## src/rtl/alu_writeback_stage.sv

```systemverilog
// alu_writeback_stage: ARM condition check, CPSR flag update and 2-entry writeback buffer.
// Optional WB_STATS_EN adds saturating executed/squashed instruction counters.
module alu_writeback_stage #(
  parameter int DEPTH = 2,
  parameter int RD_W  = 4
) (
  input  logic            clk,
  input  logic            reset_n,
  input  logic            in_valid,
  output logic            in_ready,
  input  logic [31:0]     in_result,
  input  logic            in_nf,
  input  logic            in_zf,
  input  logic            in_cf,
  input  logic            in_vf,
  input  logic [4:0]      in_op,
  input  logic [RD_W-1:0] in_rd,
  input  logic            in_s,
  input  logic [3:0]      in_cond,
  input  logic            msr_we,
  input  logic [3:0]      msr_nzcv,
  output logic            out_valid,
  input  logic            out_ready,
  output logic [31:0]     out_result,
  output logic [RD_W-1:0] out_rd,
  output logic [3:0]      cpsr_nzcv,
  output logic            cond_pass
`ifdef WB_STATS_EN
  ,
  output logic [15:0]     exec_cnt,
  output logic [15:0]     squash_cnt
`endif
);
  logic [1:0]      r_count;
  logic            r_wr_ptr;
  logic            r_rd_ptr;
  logic [3:0]      r_cpsr;
  logic [31:0]     r_res [DEPTH];
  logic [RD_W-1:0] r_rd [DEPTH];
  logic            w_n, w_z, w_c, w_v;
  logic            w_cond;
  logic            w_is_log, w_is_cmp;
  logic            w_acc, w_exec, w_push, w_pop;
  logic [3:0]      w_nzcv;
  assign {w_n, w_z, w_c, w_v} = r_cpsr;
  always_comb begin
    w_cond = 1'b0;
    case (in_cond)
      4'h0: w_cond = w_z;
      4'h1: w_cond = !w_z;
      4'h2: w_cond = w_c;
      4'h3: w_cond = !w_c;
      4'h4: w_cond = w_n;
      4'h5: w_cond = !w_n;
      4'h6: w_cond = w_v;
      4'h7: w_cond = !w_v;
      4'h8: w_cond = w_c & !w_z;
      4'h9: w_cond = !w_c | w_z;
      4'hA: w_cond = w_n == w_v;
      4'hB: w_cond = w_n != w_v;
      4'hC: w_cond = !w_z & (w_n == w_v);
      4'hD: w_cond = w_z | (w_n != w_v);
      4'hE: w_cond = 1'b1;
      default: w_cond = 1'b0;
    endcase
  end
  assign cond_pass = w_cond;
  assign w_is_log  = in_op inside {5'b00000, 5'b00001, 5'b01100, 5'b01101, 5'b01110, 5'b01111};
  assign w_is_cmp  = in_op inside {5'b01000, 5'b01001, 5'b01010, 5'b01011};
  assign in_ready  = r_count < 2'(DEPTH);
  assign out_valid = r_count != 2'd0;
  assign w_acc     = in_valid & in_ready;
  assign w_exec    = w_acc & w_cond;
  assign w_push    = w_exec & !w_is_cmp;
  assign w_pop     = out_valid & out_ready;
  // MSR wins over any flag update from the instruction accepted in the same cycle
  always_comb begin
    w_nzcv = r_cpsr;
    if (msr_we)
      w_nzcv = msr_nzcv;
    else if (w_exec & w_is_cmp)
      w_nzcv = in_op[1] ? {in_nf, in_zf, in_cf, in_vf} : {in_nf, in_zf, r_cpsr[1:0]};
    else if (w_exec & in_s)
      w_nzcv = w_is_log ? {in_nf, in_zf, r_cpsr[1:0]} : {in_nf, in_zf, in_cf, in_vf};
  end
  always_ff @(posedge clk) begin
    if (!reset_n) begin
      r_count  <= '0;
      r_wr_ptr <= 1'b0;
      r_rd_ptr <= 1'b0;
      r_cpsr   <= '0;
      r_res    <= '{default: '0};
      r_rd     <= '{default: '0};
    end else begin
      r_cpsr  <= w_nzcv;
      r_count <= r_count + 2'(w_push) - 2'(w_pop);
      if (w_push) begin
        r_res[r_wr_ptr] <= in_result;
        r_rd[r_wr_ptr]  <= in_rd;
        r_wr_ptr        <= !r_wr_ptr;
      end
      if (w_pop)
        r_rd_ptr <= !r_rd_ptr;
    end
  end
  assign out_result = r_res[r_rd_ptr];
  assign out_rd     = r_rd[r_rd_ptr];
  assign cpsr_nzcv  = r_cpsr;
`ifdef WB_STATS_EN
  logic [15:0] r_exec_cnt, r_squash_cnt;
  always_ff @(posedge clk) begin
    if (!reset_n) begin
      r_exec_cnt   <= '0;
      r_squash_cnt <= '0;
    end else begin
      if (w_exec && r_exec_cnt != 16'hFFFF)
        r_exec_cnt <= r_exec_cnt + 16'd1;
      if (w_acc && !w_cond && r_squash_cnt != 16'hFFFF)
        r_squash_cnt <= r_squash_cnt + 16'd1;
    end
  end
  assign exec_cnt   = r_exec_cnt;
  assign squash_cnt = r_squash_cnt;
`endif
endmodule

```

## config.mk

```make
export PLATFORM = sky130hd
export DESIGN_NAME = alu_writeback_stage
export DESIGN_NICKNAME = d
export VERILOG_FILES = /design/src/rtl/alu_writeback_stage.sv
export SDC_FILE = /design/constraint.sdc
export NUM_CORES = 1
export LEC_CHECK = 0
export BUFFER_PORTS_ARGS = -buffer_cell sky130_fd_sc_hd__buf_4
export CORE_MARGIN = 2
export CORE_UTILIZATION = 53
export DETAILED_ROUTE_END_ITERATION = 6
export PLACE_DENSITY = 0.8
export SYNTH_ARGS = -nofsm -noshare
export SYNTH_HDL_FRONTEND = slang
export SYNTH_SLANG_ARGS = --single-unit
```

## constraint.sdc

```tcl
create_clock -name clk -period 2.4 [get_ports clk]
set_clock_uncertainty 0.05 [all_clocks]
set_input_delay 0.24 -clock clk [delete_from_list [all_inputs] [get_ports clk]]
set_output_delay 0.24 -clock clk [all_outputs]
set_load 0.01 [all_outputs]
```

==> summary by stage <==
Worst setup path
At the worst endpoint, the arrival time is 2.54 ns. The maximum fanout count along the critical path is 37. The type of element launching the critical path is a flip-flop. The kind of end point of the critical path is a flip-flop. By startpoint and endpoint, the worst setup path is classified as flip-flop to flip-flop. The data required time of the critical path is 2.61 ns. Measured in cells, the most critical reg-to-reg path has a length of 6.

Yosys
After synthesis, the share of flip-flops with an asynchronous set or reset is 0. The number of synthesized register bits is 80. The share of synthesized area occupied by flip-flops and latches is 0.420. After synthesis, the mean cell area works out to 9.71 um^2. Synthesis produced a netlist with a net count of 454. The count of flip-flops with a built-in enable after synthesis is 0.

In the synthesized netlist, the cells that appear most often are nand2_1 (113), dfxtp_1 (80), mux2i_1 (75), mux2_2 (36), clkbuf_1 (17). nand2_1 is the most common cell in the netlist. The Yosys step of the flow raised 0 warnings. The count of cell types in the netlist is 38. The synthesized area is 3820 um^2. In the post-synthesis netlist, the biggest area contributors are dfxtp_1 (42%), mux2i_1 (20%), nand2_1 (11%), mux2_2 (11%), buf_12 (2.1%). The cell count after synthesis came out at 393.

For this run, the leading register cell type out of synthesis is dfxtp_1. Of the post-synthesis cell area, the dominant cell type holds 0.420. The largest total area in the synthesized netlist belongs to dfxtp_1.

Detailed routing
The first-pass iteration count of the detailed router is 5. The antenna violation net count after detailed routing is 0. The final wirelength is 8.01 mm. In the final routed layout, each cell accounts on average for 13.7 um. The iteration-0 DRC count of the detailed router is 111.

The total number of vias is 3000. In the detailed route, the total length drawn on met3 is 452 um. The number of remaining DRC errors is 0.

The met2 wirelength from detailed routing is 3.99 mm. The detailed-route vias per instance is 5.15. The detailed router put a total of 3.40 mm of wire on met1. The uppermost metal layer occupied by signal nets is met4.

Clocking
The clock root buffer is clkbuf_8. Clock latency on the worst-skew pair, taken at its later pin, is 0.34 ns. The maximum count of clock buffers along a single path is 2. The buffers inserted during post-CTS setup optimization is 0.

The register clock-pin slew on the reported worst setup and hold paths is 0.08 ns. The number of clock sinks is 80. The number of buffers created by CTS is 9. The clock tree from TritonCTS is built.

The H-tree depth is 3. In this run, post-CTS hold repair placed 0 buffers.

Global route
The wire length of the first global-routing pass is 12.8 mm. The global-route congestion overflow total is 0. For this run, the total global-route usage over all layers was measured as 0.209.

The number of global-route vias before repair is 2950. The number of antenna violations at the first check in global routing is 0. Entering global routing, the biggest net connects 51 pins.

Die
The die footprint is 7900 um^2. The floorplan has 30 rows. The initial core utilization is 0.556. The I/O pin count is 102. The horizontal die dimension is 88.9 um.

The floorplan core area is 6870 um^2. The die is 88.9 um tall.

Pwr
Total power for the finished layout comes to 3.20 mW. The power density over the cells is 669 nW/um^2. For this design the static power due to leakage is 2.27 nW.

VDD sags by at most 0.000366 V.

STA
The highest attainable clock frequency is 0.430 GHz. The worst pin sits at a relative slew slack of 0.473. The pin slew with the least headroom to its limit is 0.791 ns. After layout, the worst setup slack is 0.0754 ns. The clock period could shrink to 2.32 ns. Setup violations remaining at the end of the flow were counted as 0.

In the finished design, the share of the clock period the worst path needs comes to 0.969. The final-report max-slew violation count is 0. The hold violation count in the final report is 0.

Place
At the end of routability-driven placement, the weighted congestion stood at 0.788. The detailed placement HPWL is 5.52 mm. The number of port buffers is 100. Before CTS, the worst setup slack after placement is -0.0267 ns.

Layout
Summing all flip-flop and latch instances after layout gives 1610 um^2. The count of fill cells added during filler insertion is 570. From synthesis to final layout, the design area changed by 25.5%.

In the final design database the tool counted 545 nets. The repair_antennas step left the layout with diodes totalling 0. The multi-input combinational cells in the finished layout cover a total of 2030 um^2. The share of layout cells above drive strength 1 is 0.355.

Run
The number of maximum-capacitance violations is 0.

Worst hold path
The worst hold path belongs to the class input port to flip-flop. The worst hold path was traced through 3 stages.

Status
The flow ran to the end, and the final reports show no timing, DRC or antenna violations.
kinds of logic (layout without fill, tap and decap cells):
logic type,after synthesis,count (layout),share of synthesized area
AO/OA/AOI/OAI,18,18,0.0370
XOR/XNOR,6,6,0.0138
flip-flops,80,80,0.420
buffers and inverters,31,125,0.0567
adder cells (fa/ha/maj),2,2,0.00656
AND/OR/NAND/NOR,145,145,0.163
multiplexers,111,111,0.303
final timing paths:
| check | slack [ns] | startpoint | endpoint |
|---|---|---|---|
| worst max-delay path | 0.08 | cpsr_nzcv[0] | r_res[50] |
| worst min register to register | 0.41 | r_res[40] | r_res[40] |
| worst max register to register | 0.08 | cpsr_nzcv[0] | r_res[50] |
| worst min-delay path | 0.12 | in_result[28] | r_res[28] |
state kept, by name (all words and copies together) (netlist names):
register and count:
r_rd 8, r_count 2, r_rd_ptr 1, r_wr_ptr 1
cpsr_nzcv 4, r_res 64
cells in the final DEF (no fill, tap or decap), types with 2 or more instances in the layout:
master / instances
clkbuf_8: 10
ha_1: 2
inv_1: 3
mux2i_1: 75
and3_2: 2
dfxtp_2: 4
a21boi_0: 3
a2111oi_2: 2
clkinv_2: 3
mux2_2: 36
nor2b_1: 5
dfxtp_1: 75
nor2_1: 7
xnor2_1: 5
nand2b_1: 5
buf_4: 104
buf_12: 4
o211ai_1: 2
a21oi_1: 3
nand2_1: 113
and2_1: 3
o311a_1: 2
where the power goes:
| part | internal [mW] | switching [mW] |
|---|---|---|
| clock network | 0.387 | 0.448 |
| logic | 0.476 | 0.409 |
| registers | 1.43 | 0.0571 |
| total | 2.29 | 0.914 |
worst max-delay path, stage by stage (launching register included):
cell     delay [ns]
dfxtp_2        0.36
xnor2_1        0.20
nor4b_2        0.24
o31a_1         0.18
a211o_1        0.18
and3b_4        0.75
mux2i_1        0.28
repair_timing:
action                     4_1_cts  5_1_grt
resized for setup                0       10
hold endpoints to repair         0        0
setup endpoints to repair        0       39
layer usage:
layer | vias to the layer above | track usage
met5 | - | 0
met4 | 0 | 0.0950
met3 | 12 | 0.0438
met2 | 75 | 0.371
met1 | 1402 | 0.240
li1 | 1511 | -
stage by stage:
step	cell area [um^2]	hold WS, ns	std cells	TNS (ns)	util
3_3_place_gp	4600	0.389	569	0	0.669
2_1_floorplan	3820	0.352	393	0	-
4_1_cts	4760	0.105	583	0	0.693
3_5_place_dp	4600	0.398	569	-0.170	0.669
6_report	4790	0.116	583	0	0.697
5_1_grt	4790	0.125	583	-0.482	0.697
cell type report:
type                            instances  area share
Multi-Input combinational cell        282       0.423
Inverter                                3     0.00235
Clock buffer                           10      0.0287
Sequential cell                        80       0.336
Clock inverter                          4     0.00470
Tap cell                               96      0.0251
Timing Repair Buffer                  108       0.180
No activity file was read; power rests on OpenSTA's default activity.
